## src/rtl/apb_uart_tx.sv

```systemverilog
// APB-mapped 8N1 UART transmitter: TX FIFO, programmable baud divider, status and level irq.
// Latency: zero-wait-state APB (PREADY = PSEL & PENABLE); first start bit two cycles after EN/push meets an idle FSM.
// Backpressure: none on APB; a push into a full FIFO is dropped and latches the sticky OVF flag.
//
// Ports:
//   PCLK, PRESET                    clock and synchronous active-high reset
//   PADDR[3:0], PWDATA, PWRITE,
//   PENABLE, PSEL                   APB slave request (PADDR[3:2] selects CTRL/STATUS/TXDATA/BAUD_DIV)
//   PRDATA, PREADY                  APB response; PRDATA is zero outside read access phases
//   tx                              UART serial line, idle high, LSB first
//   irq                             registered level interrupt: IE & EN & FIFO empty & FSM idle
module apb_uart_tx #(
  parameter int          FIFO_DEPTH = 8,
  parameter int          CNT_W      = 4,
  parameter logic [15:0] BAUD_RST   = 16'd867
) (
  input  logic        PCLK,
  input  logic        PRESET,
  input  logic [3:0]  PADDR,
  input  logic [31:0] PWDATA,
  input  logic        PWRITE,
  input  logic        PENABLE,
  input  logic        PSEL,
  output logic [31:0] PRDATA,
  output logic        PREADY,
  output logic        tx,
  output logic        irq
);

  localparam int PTR_W = CNT_W - 1;

  typedef enum logic [1:0] {IDLE, START, DATA, STOP} state_t;

  logic             access, wr_en, rd_en;
  logic [1:0]       reg_sel;
  logic             ctrl_en, ctrl_ie;
  logic [15:0]      baud_div;
  logic [7:0]       mem [FIFO_DEPTH];
  logic [PTR_W-1:0] wr_ptr, rd_ptr;
  logic [CNT_W-1:0] count;
  logic             ovf;
  logic             push, push_ok, pop, full, empty, busy;
  state_t           state, state_nxt;
  logic [15:0]      baud_cnt, baud_nxt;
  logic [2:0]       bit_cnt, bit_nxt;
  logic [7:0]       shift, shift_nxt;
  logic             bit_end, tx_nxt, tx_q, irq_q;
  logic [31:0]      status, rdata;
  logic             unused_bits;

  assign access  = PSEL & PENABLE;
  assign PREADY  = access;
  assign wr_en   = access & PWRITE;
  assign rd_en   = access & ~PWRITE;
  assign reg_sel = PADDR[3:2];

  assign full    = (count == CNT_W'(FIFO_DEPTH));
  assign empty   = (count == '0);
  assign busy    = (state != IDLE);
  assign push    = wr_en && (reg_sel == 2'd2);
  // Acceptance looks only at the pre-edge count, so a same-cycle pop never frees room for a push.
  assign push_ok = push && !full;

  assign unused_bits = ^{PADDR[1:0], PWDATA[31:16]};

  // Control registers and sticky overflow flag.
  always_ff @(posedge PCLK) begin
    if (PRESET) begin
      ctrl_en  <= 1'b0;
      ctrl_ie  <= 1'b0;
      baud_div <= BAUD_RST;
      ovf      <= 1'b0;
    end else begin
      if (wr_en && reg_sel == 2'd0) {ctrl_ie, ctrl_en} <= PWDATA[1:0];
      if (wr_en && reg_sel == 2'd3) baud_div <= PWDATA[15:0];
      if (push && !push_ok)
        ovf <= 1'b1;
      else if (wr_en && reg_sel == 2'd1 && PWDATA[3])
        ovf <= 1'b0;
    end
  end

  // FIFO bookkeeping; pointers wrap naturally since FIFO_DEPTH is a power of two.
  always_ff @(posedge PCLK) begin
    if (PRESET) begin
      wr_ptr <= '0;
      rd_ptr <= '0;
      count  <= '0;
    end else begin
      if (push_ok) wr_ptr <= wr_ptr + PTR_W'(1);
      if (pop)     rd_ptr <= rd_ptr + PTR_W'(1);
      case ({push_ok, pop})
        2'b10:   count <= count + CNT_W'(1);
        2'b01:   count <= count - CNT_W'(1);
        default: count <= count;
      endcase
    end
  end

  // Storage needs no reset: entries are only read after being written.
  always_ff @(posedge PCLK) begin
    if (push_ok) mem[wr_ptr] <= PWDATA[7:0];
  end

  // >= rather than == so that shrinking BAUD_DIV below the running count ends the bit
  // on the next cycle instead of letting the counter run around.
  assign bit_end = (baud_cnt >= baud_div);

  always_comb begin
    state_nxt = state;
    baud_nxt  = baud_cnt;
    bit_nxt   = bit_cnt;
    shift_nxt = shift;
    pop       = 1'b0;
    case (state)
      IDLE: begin
        if (ctrl_en && !empty) begin
          pop       = 1'b1;
          shift_nxt = mem[rd_ptr];
          baud_nxt  = '0;
          bit_nxt   = '0;
          state_nxt = START;
        end
      end
      START: begin
        if (bit_end) begin
          baud_nxt  = '0;
          state_nxt = DATA;
        end else begin
          baud_nxt  = baud_cnt + 16'd1;
        end
      end
      DATA: begin
        if (bit_end) begin
          baud_nxt  = '0;
          shift_nxt = shift >> 1;
          bit_nxt   = bit_cnt + 3'd1;
          if (bit_cnt == 3'd7) state_nxt = STOP;
        end else begin
          baud_nxt  = baud_cnt + 16'd1;
        end
      end
      STOP: begin
        if (bit_end) begin
          baud_nxt  = '0;
          state_nxt = IDLE;
        end else begin
          baud_nxt  = baud_cnt + 16'd1;
        end
      end
      default: state_nxt = IDLE;
    endcase
  end

  // tx is registered from next-state values so the pin is a clean flop aligned with the FSM state.
  always_comb begin
    tx_nxt = 1'b1;
    case (state_nxt)
      START:   tx_nxt = 1'b0;
      DATA:    tx_nxt = shift_nxt[0];
      default: tx_nxt = 1'b1;
    endcase
  end

  always_ff @(posedge PCLK) begin
    if (PRESET) begin
      state    <= IDLE;
      baud_cnt <= '0;
      bit_cnt  <= '0;
      shift    <= '0;
      tx_q     <= 1'b1;
      irq_q    <= 1'b0;
    end else begin
      state    <= state_nxt;
      baud_cnt <= baud_nxt;
      bit_cnt  <= bit_nxt;
      shift    <= shift_nxt;
      tx_q     <= tx_nxt;
      irq_q    <= ctrl_ie & ctrl_en & empty & ~busy;
    end
  end

  assign tx  = tx_q;
  assign irq = irq_q;

  always_comb begin
    status             = '0;
    status[0]          = full;
    status[1]          = empty;
    status[2]          = busy;
    status[3]          = ovf;
    status[8 +: CNT_W] = count;
  end

  always_comb begin
    rdata = '0;
    if (rd_en) begin
      case (reg_sel)
        2'd0:    rdata[1:0]  = {ctrl_ie, ctrl_en};
        2'd1:    rdata       = status;
        2'd3:    rdata[15:0] = baud_div;
        default: rdata       = '0;
      endcase
    end
  end

  assign PRDATA = rdata;

endmodule

```

## config.mk

```make
export PLATFORM = sky130hd
export DESIGN_NAME = apb_uart_tx
export DESIGN_NICKNAME = d
export VERILOG_FILES = /design/src/rtl/apb_uart_tx.sv
export SDC_FILE = /design/constraint.sdc
export NUM_CORES = 1
export LEC_CHECK = 0
export ABC_AREA = 1
export CAP_MARGIN = 20
export CORE_ASPECT_RATIO = 0.5
export CORE_MARGIN = 2
export CORE_UTILIZATION = 51
export DETAILED_ROUTE_END_ITERATION = 12
export GPL_TIMING_DRIVEN = 0
export PLACE_DENSITY = 0.74
export REMOVE_ABC_BUFFERS = 1
export SYNTH_ARGS = -nofsm -noshare
export SYNTH_HDL_FRONTEND = slang
export SYNTH_SLANG_ARGS = --single-unit
```

## constraint.sdc

```tcl
create_clock -name PCLK -period 4.9 [get_ports PCLK]
set_input_delay 0.98 -clock PCLK [delete_from_list [all_inputs] [get_ports PCLK]]
set_output_delay 0.98 -clock PCLK [all_outputs]
set_load 0.03 [all_outputs]
```

==> results.yml, run 1 <==
synthesis:
  post_synth_and_or_nand_nor_area_fraction_pct: 18.1
  synth_flop_cell: "edfxtp_1"
  ys_ff_latch: 127
  number_of_flops_mapped_to_enable_cells_by_yosys: 64
  synth-seq-area-share_pct: 52.8
  syn_area_per_cell_um2: 8.92
  synth_compound_area_share_pct: 13.2
  largest_family_of_logic_cells_by_synthesized_area: "simple AND/OR/NAND/NOR gates"
  post_synth_fa_ha_maj_area_fraction_pct: 5.31
  synthCells: 676
  synth_mux_area_share_pct: 1.83
  async_reset_ff_share_pct: 0
  synth.cell_area_um2: 6030
  post_synth_num_cell_types: 39
  ys_warn_count: 0
  synth_xor_area_share_pct: 0.581
detailed_routing:
  drt_first_pass_iters: 5
  route.detailed.wl_per_inst_um: 15.1
  via_count_of_the_routed_design: 4804
  drc_violation_count_after_routing: 0
  drt.antenna.violating_nets: 0
  routed_wl_um: 13500
  violation_count_after_the_first_detailed_route_iteration: 317
  viasPerCell: 5.37
cts:
  tritoncts: "done"
  clk_latency_ns: 0.42
  cts_htree_levels: 4
  clock_tree.buffer_depth: 2
  post_cts_setup_buffer_count: 0
  cts_hold_buffers: 0
  cts-root-buf: "clkbuf_16"
  clock-sinks: 127
  post_cts_resize_count: 0
  cts_made_buffers: 17
  clk_pin_slew_ns: 0.05
pwr:
  comb_power_share_pct: 3.9
  seq_power_share_pct: 45.5
  clkPwrFrac_pct: 50.6
  ir_worst_vdd_uv: 244
  power.leakage_nw: 2.60
  power.share.switching_pct: 21.2
  net-switching-power_mw: 0.525
  internal_pwr_total_mw: 1.95
  power_density_nw_per_um2: 347
finish:
  drive_gt1_share_pct: 6.58
  final_area_um2: 7120
  fill_cells: 967
  post-route-util_pct: 61.0
  diodes: 0
  total_number_of_nets_in_the_final_design: 782
  area_growth_syn_to_layout_pct: 18.0
global_routing:
  grt.total_usage_pct: 22.5
  grt_overflow_total: 0
  grt_first_pass_wirelength_um: 21800
  via_count_of_the_first_global_routing_pass: 4447
  grt_start_max_net_pins: 34
  antenna_violations_before_repair: 0
placed_design:
  cell_area_placed_um2: 6540
  hpwl_um: 9120
  port_buffers: 41
  detailedPlace.worstSlack_ns: 0.861
  gp_congestion: 0.824
timing:
  final_period_minus_worst_setup_slack_ns: 4.06
  final.setup.worst_slack_ns: 0.844
  hold_viol: 0
  clock.fmax_mhz: 247
  max_slew_margin_pct: 30.3
  rsz_0062_raised_after_global_routing: "no"
  fin_worst_skew_ns: 0.00875
  finalSetupTns_ns: 0
  post-route-period-util_pct: 82.8
  hold_slack_ns: 0.468
  tightestPinTransition_ns: 1.04
  setup_viol: 0
  timing_max_transition_violations_final: 0
floorplan:
  core_um2: 11700
  placement_rows: 28
  die_w_um: 158
  floorplan.initialDensity_pct: 51.7
  die_height_um: 80.9
  boundaryPins: 76
  overall_die_area_um2: 12800
hold_path:
  min_path_type: "reg -> reg"
worst_setup_path:
  setup.worst_path.start_class: "primary input"
  crit_arrival_ns: 3.08
  crit_fanout: 11
  critical_path.endpoint_type: "primary output"
  path_class: "in -> out"
  cp.required_ns: 3.92
job:
  maxCapViolCount: 0
run_status:
  run_status: "finished, final reports clean"
## per-stage QoR
| step | power (mW) | instances |
|---|---|---|
| 6_report | 2.47 | 894 |
| 5_1_grt | 2.53 | 894 |
| 4_1_cts | 2.47 | 894 |
| 3_5_place_dp | 1.24 | 862 |
| 3_3_place_gp | 1.24 | 858 |
| 2_1_floorplan | 1.20 | 652 |
## cell families after synthesis
kind of cell | after synthesis
and+or+nand+nor | 256
muxes | 11
buffers and inverters | 111
xor gates and xnor gates | 4
other | 1
AOI/OAI and AO/OA | 141
DFF | 127
adders and majority gates | 25
## registers in the layout (all words and copies together) (netlist names), 2 cells and up, named ones only
| name | cells |
|---|---|
| shift | 8 |
| mem | 64 |
| baud_cnt | 16 |
| count | 4 |
| state | 2 |
| rd_ptr | 3 |
| bit_cnt | 3 |
| baud_div | 16 |
| wr_ptr | 3 |
## placed cells by master (no fill, tap or decap), types with 2 or more instances in the layout
master / n
nand2_1: 122
nor2_1: 74
inv_1: 68
edfxtp_1: 64
dfxtp_1: 63
o21ai_0: 53
a21oi_1: 52
clkdlybuf4s50_1: 41
nand3_1: 27
ha_1: 24
clkbuf_16: 17
conb_1: 16
nor3_1: 13
o211ai_1: 11
mux2i_1: 11
o221ai_1: 8
a31oi_1: 7
nand4_1: 6
o22ai_1: 5
clkinvlp_4: 5
nor2_2: 4
clkbuf_1: 4
inv_2: 3
bufinv_16: 3
clkinv_2: 3
nor3_2: 2
xnor2_1: 2
nor2_4: 2
xor2_1: 2
a211oi_1: 2
buf_4: 2
## synthesized netlist by cell type, types with 2 or more instances
master | n | area, um2
a21oi_1 | 52 | 260
clkbuf_1 | 13 | 48.8
o22ai_1 | 5 | 31.3
nand3_1 | 27 | 135
nor3_1 | 13 | 65.1
buf_4 | 19 | 143
o221ai_1 | 8 | 70.1
inv_2 | 3 | 11.3
a31oi_1 | 7 | 43.8
nand4_1 | 6 | 37.5
ha_1 | 24 | 300
dfxtp_1 | 63 | 1260
nor2_4 | 2 | 22.5
inv_1 | 68 | 255
nor2_2 | 4 | 25.0
edfxtp_1 | 64 | 1920
o21ai_0 | 53 | 265
o211ai_1 | 11 | 82.6
buf_2 | 6 | 30.0
nor3_2 | 2 | 20.0
xor2_1 | 2 | 17.5
mux2i_1 | 11 | 110
a211oi_1 | 2 | 15.0
nand2_1 | 122 | 458
nor2_1 | 74 | 278
xnor2_1 | 2 | 17.5
## worst max-delay path, stage by stage
cell and delay, ns:
clkdlybuf4s50_1 0.53, nand2_1 0.29, inv_1 0.28, nand2_1 0.08, a21oi_1 0.20, clkdlybuf4s50_1 0.72
## metal layers
metal  track usage [%]  part of all wire (%)  vias to the layer above  wire [um]
li1                  -                     -                     2361          -
met1              28.2                    45                     2249       6020
met2              38.7                    48                      174       6550
met3              4.54                   5.4                       20        735
met4              8.91                   1.6                        0        216
met5                 0                     0                        -          0
## power by group through the flow
stage | Sequential, mW | Combinational, mW | Clock (mW)
after global routing | 1.12 | 0.106 | 1.30
after detailed placement | 1.15 | 0.0954 | 0
after floorplan | 1.15 | 0.0494 | 0
after global placement | 1.15 | 0.0914 | 0
after CTS | 1.12 | 0.0959 | 1.25
final | 1.12 | 0.0965 | 1.25
## worst paths after layout
| check | slack (ns) | depth (start not counted) | end | from |
|---|---|---|---|---|
| setup / recovery | 0.84 | 6 | PRDATA[2] | PADDR[2] |
| hold reg to reg | 0.47 | 2 | ovf | ovf |
| hold / removal | 0.47 | 2 | ovf | ovf |
| setup reg to reg | 1.99 | 13 | count[3] | state[0] |
## area by class of cell
| type | instances | area, um2 | area share (%) |
|---|---|---|---|
| Sequential cell | 127 | 3180 | 44.7 |
| Inverter | 72 | 270 | 3.80 |
| Clock buffer | 21 | 440 | 6.19 |
| Tap cell | 165 | 206 | 2.90 |
| Multi-Input combinational cell | 453 | 2410 | 33.8 |
| Clock inverter | 11 | 143 | 2.00 |
| Timing Repair Buffer | 45 | 468 | 6.57 |
(Power assumes the default switching activity.)
==> inputs of run 2 (changes only) <==
--- a/config.mk
+++ b/config.mk
@@ -9,10 +9,10 @@
 export CAP_MARGIN = 20
 export CORE_ASPECT_RATIO = 0.5
 export CORE_MARGIN = 2
-export CORE_UTILIZATION = 51
+export CORE_UTILIZATION = 50
 export DETAILED_ROUTE_END_ITERATION = 12
 export GPL_TIMING_DRIVEN = 0
-export PLACE_DENSITY = 0.74
+export PLACE_DENSITY = 0.76
 export REMOVE_ABC_BUFFERS = 1
 export SYNTH_ARGS = -nofsm -noshare
 export SYNTH_HDL_FRONTEND = slang
==> constraint.sdc (replaced) <==
create_clock -name PCLK -period 3.6 [get_ports PCLK]
set_input_delay 0.72 -clock PCLK [delete_from_list [all_inputs] [get_ports PCLK]]
set_output_delay 0.72 -clock PCLK [all_outputs]
set_load 0.03 [all_outputs]
==> run 2 against run 1 <==
Net effect:
- total power grew 34%
- clock-buffer cell count down 1
- clock skew increased by 0.0013 ns
- non-clock buffer count did not move
- critical path type unchanged
- sequential share of layout area shrank 0.063 points
- critical endpoint unchanged
- first-iteration DRC count is 15% lower
- clock power up 33%
- hold slack improved by 0.0021 ns
- wire length is 0.86% lower
- critical path depth did not move
- register-to-register slack got worse by 1.3 ns
==> results.yml, run 2 (synthesis gave the netlist of run 1 again) <==
detailed_routing:
  drt.antenna.violating_nets: 0
  drc_violation_count_after_routing: 0
  routed_wl_um: 13400
  route.detailed.wl_per_inst_um: 15.0
  viasPerCell: 5.35
  via_count_of_the_routed_design: 4781
  drt_first_pass_iters: 5
  violation_count_after_the_first_detailed_route_iteration: 269
cts:
  post_cts_setup_buffer_count: 0
  tritoncts: "done"
  clk_pin_slew_ns: 0.06
  cts_htree_levels: 4
  cts-root-buf: "clkbuf_16"
  cts_made_buffers: 17
  clock-sinks: 127
  clk_latency_ns: 0.42
  clock_tree.buffer_depth: 2
placed_design:
  detailedPlace.worstSlack_ns: 0.0735
  hpwl_um: 9000
  place_inst: 862
  port_buffers: 41
  gp_congestion: 0.852
  cell_area_placed_um2: 6550
hold_path:
  min_path_type: "reg -> reg"
  whs_path_depth: 2
global_routing:
  grt_start_max_net_pins: 34
  antenna_violations_before_repair: 0
  via_count_of_the_first_global_routing_pass: 4506
  grt_first_pass_wirelength_um: 21500
  grt_overflow_total: 0
  grt.total_usage_pct: 21.6
finish:
  largest_register_ff_count: 64
  fill_cells: 968
  area_growth_syn_to_layout_pct: 18.2
  reg.largest.list: "mem (64), baud_cnt (16), baud_div (16)"
  diodes: 0
  final_cell_count_no_fill: 894
  post-route-util_pct: 60.6
  drive_gt1_share_pct: 7.13
  layout.cells.most_common: "nand2_1"
  total_number_of_nets_in_the_final_design: 782
  final_area_um2: 7130
  most-common-layout-cells: "120 x nand2_1, 74 x nor2_1, 68 x inv_1"
  max_flop_register: "mem"
floorplan:
  die_w_um: 159
  die_height_um: 81.7
  floorplan.initialDensity_pct: 51.2
  overall_die_area_um2: 13000
  core_um2: 11800
  boundaryPins: 76
  placement_rows: 28
worst_setup_path:
  timing.critical_path.cells: "clkdlybuf4s50_1 > nand2_2 > inv_1 > nand2_1 > a21oi_1 > clkdlybuf4s50_1"
  critical_path.n_buffers_inverters: 3
  crit_fanout: 11
  crit_path_frequent_cell: "clkdlybuf4s50_1"
  crit_arrival_ns: 2.64
  crit_family: "buffers and inverters"
  setup.worst_path.start_class: "primary input"
  critical_path_depth: 6
  critical_path.endpoint_type: "primary output"
  critical_path_s_slowest_cell: "clkdlybuf4s50_1"
  r2r_cells: 13
  worst_path_largest_cell_delay_ns: 0.70
  cp.required_ns: 2.88
  path_class: "in -> out"
timing:
  tightestPinTransition_ns: 1.01
  timing_max_transition_violations_final: 0
  hold_viol: 0
  clock.fmax_mhz: 297
  setup_viol: 0
  rsz_0062_raised_after_global_routing: "no"
  max_slew_margin_pct: 32.4
  final_period_minus_worst_setup_slack_ns: 3.36
  final.setup.worst_slack_ns: 0.237
  post-route-period-util_pct: 93.4
  fin_worst_skew_ns: 0.0100
run_status:
  run_status: "finished, final reports clean"
pwr:
  power_density_nw_per_um2: 466
  ir_worst_vdd_uv: 363
  power.leakage_nw: 2.62
job:
  maxCapViolCount: 0
-- run 2: path summary, 6_finish.rpt --
| kind | startpoint | slack (ns) | end |
|---|---|---|---|
| worst max-delay path | PADDR[2] | 0.24 | PRDATA[2] |
| worst min-delay path | ovf | 0.47 | ovf |
| worst max register to register | state[0] | 0.72 | count[3] |
| worst min register to register | ovf | 0.47 | ovf |
-- run 2: power by group --
| part | internal [mW] | switching (mW) | leakage (nW) | total, mW |
|---|---|---|---|---|
| sequential | 1.53 | 0.00507 | 1.08 | 1.53 |
| clock | 1.01 | 0.648 | 0.280 | 1.66 |
| combinational | 0.0442 | 0.0897 | 1.26 | 0.134 |
-- run 2: repair_timing --
| action | 4_1_cts | 5_1_grt |
|---|---|---|
| endpoints found under the setup margin | 0 | 10 |
| hold buffers | 0 | 0 |
| gates resized for setup | 0 | 2 |
-- run 2: metrics by stage --
step / TNS, ns / hold WS, ns / power [mW]
finish: 0 / 0.470 / 3.32
CTS: 0 / 0.474 / 3.34
detailed placement: 0 / 0.465 / 1.69
floorplan: 0 / 0.433 / 1.63
global placement: -0.0415 / 0.446 / 1.68
global route: 0 / 0.494 / 3.41
-- run 2: cell type report --
type / count / area, um2 / share of cell area, %
Tap cell: 165 / 206 / 2.90
Inverter: 72 / 270 / 3.79
Timing Repair Buffer: 45 / 480 / 6.74
Clock inverter: 12 / 108 / 1.51
Clock buffer: 20 / 468 / 6.56
Sequential cell: 127 / 3180 / 44.6
Multi-Input combinational cell: 453 / 2410 / 33.9
-- run 2: worst register-to-register path: cells and delay by family, from the launching register on --
kind | cells | cell delay [ns]
adders and majority gates | 2 | 0.64
DFF | 1 | 0.35
AOI/OAI and AO/OA | 3 | 0.42
and+or+nand+nor | 7 | 1.25
buffers and inverters | 1 | 0.11
-- run 2: layer usage --
| layer | vias up | share of wire (%) | track usage, % | wire length (um) |
|---|---|---|---|---|
| met4 | 0 | 2.3 | 9.73 | 302 |
| li1 | 2358 | - | - | - |
| met5 | - | 0 | 0 | 0 |
| met2 | 139 | 48 | 38.7 | 6490 |
| met3 | 24 | 4.3 | 5.35 | 576 |
| met1 | 2260 | 45 | 25.4 | 6040 |
==> patch, RTL diff (config.mk and constraints of run 2) <==
Encoding of `state_t`: now one-hot (4 bits for 4 states).
--- a/src/rtl/apb_uart_tx.sv
+++ b/src/rtl/apb_uart_tx.sv
@@ -29,7 +29,7 @@
 
   localparam int PTR_W = CNT_W - 1;
 
-  typedef enum logic [1:0] {IDLE, START, DATA, STOP} state_t;
+  typedef enum logic [3:0] {IDLE = 4'b0001, START = 4'b0010, DATA = 4'b0100, STOP = 4'b1000} state_t;
 
   logic             access, wr_en, rd_en;
   logic [1:0]       reg_sel;
Function: no difference found for any inputs over 4 cycles, from zero or initial values and one cycle with PRESET high; so few cycles prove little.
==> patch against run 2 <==
Worst setup slack worse by 0.065 ns; global-route usage is 0.68 points higher; sequential share of layout area shrank 0.12 points; sequential cell count increased by 2; synthesized area rose by 2.6%; first-iteration DRC count rose by 58%; power grew 0.83%; via count grew 3.5%; design area grew 1.5%; clock skew down 0.0019 ns; routed wire length up 4.9%.
==> patch: results (changes against run 2) <==
metric,value,unit,change
skew,0.00810,ns,was 0.0100 ns
leakage,2.77,nW,was 2.62 nW
wl_met1,6290,µm,was 6040 µm
drive_gt1_frac,0.0776,,was 0.0713
dr.pass1.iters,5,,unchanged
routed-wl-met2,6660,µm,was 6490 µm
crit_fanout,16,,was 11
clockRootBuffer,clkbuf_16,,unchanged
status,finished clean,,unchanged
grt_pass1_vias,4511,,"was 4,506"
synth.distinct_cells,37,,was 39
grt_pass1_wl,22500,µm,"was 21,500 µm"
cts_buffers,17,,unchanged
via_count,4950,,"was 4,781"
max_slew_margin,0.262,,was 0.324
place_inst,892,,was 862
gr-total-overflow,0,,unchanged
clk_latency,0.42,ns,about the same
grt_use_total,0.223,,was 0.216
cp.arrival,2.71,ns,was 2.64 ns
fillCellCount,1006,,was 968
synth_ff_type,dfxtp_1,,was edfxtp_1
first_iter_violations,424,,was 269
pre_cts_ws,0.107,ns,was 0.0735 ns
critPathMaxStageDelay,0.72,ns,was 0.70 ns
place_congestion,0.883,,was 0.852
finalNetCount,813,,was 782
syn_area_per_cell,8.72,µm²,was 8.92 µm²
use_met3,0.0485,,was 0.0535
peakVddDrop,0.356,mV,was 0.363 mV
cp_top_family,buffers and inverters,,unchanged
dr_wl_met3,816,µm,was 576 µm
viasPerCell,5.35,,about the same
place_area,6630,µm²,was 6550 µm²
cts.htree.levels,4,,unchanged
dp_hpwl,9300,µm,was 9000 µm
wl_per_cell,15.2,µm,was 15.0 µm
use_met1,0.269,,was 0.254
ys_seq_area_frac,0.521,,was 0.528
synth_area_leaders,"edfxtp_1 31%, dfxtp_1 21%, nand2_1 6.7%",,"was edfxtp_1 32%, dfxtp_1 21%, nand2_1 7.6%"
grt_use_met2,0.398,,was 0.387
synth_commonest_cells,"110 x nand2_1, 98 x nor2_1, 74 x inv_1",,"was 122 x nand2_1, 74 x nor2_1, 68 x inv_1"
post_cts_buffers,0,,unchanged
patch: changes by cell type after synthesis, moves of 5 or more:
cell	change
inv_1	+6
a21oi_1	+6
a31oi_1	-7
xor2_1	+5
nand3_1	+10
o211ai_1	-5
nor2_1	+24
mux2i_1	-11
nand2_1	-12
o221ai_1	+6
patch: path summary, 6_finish.rpt:
path,startpoint,to,slack (ns),cells past startpoint
worst max-delay path,PSEL,PRDATA[4],0.17,6
worst min-delay path,ovf,ovf,0.46,2
worst max register to register,register,shift[6],0.97,7
worst min register to register,ovf,ovf,0.46,2
patch: worst register-to-register path, stage by stage (launching register included):
cell,delay [ns]
dfxtp_1,1.04
inv_2,0.52
o21ai_0,0.37
o221ai_1,0.18
nand3_1,0.20
nand2_1,0.07
nor2_1,0.10
nor2_1,0.04
patch: area by class of cell:
class	instances	area, µm²	area share
Multi-Input combinational cell	474	2480	0.342
Clock inverter	15	148	0.0204
Tap cell	165	206	0.0285
Inverter	81	305	0.0422
Sequential cell	129	3220	0.445
Timing Repair Buffer	44	453	0.0626
Clock buffer	17	425	0.0588
patch: kinds of logic (layout without fill, tap and decap cells):
| group | count (synthesis) | after routing | share of synthesized area |
|---|---|---|---|
| flip-flops | 129 | 129 | 0.521 |
| adder cells (fa/ha/maj) | 25 | 25 | 0.0517 |
| AO/OA/AOI/OAI | 139 | 139 | 0.125 |
| buffers and inverters | 122 | 157 | 0.0889 |
| AND/OR/NAND/NOR | 284 | 284 | 0.199 |
| XOR/XNOR | 10 | 10 | 0.0142 |
| other | 1 | 16 | 0.000606 |
patch: power breakdown:
part | switching [mW] | leakage (nW) | internal [mW]
sequential | 0.00561 | 1.10 | 1.55
combinational | 0.0919 | 1.39 | 0.0444
clock | 0.693 | 0.280 | 0.969
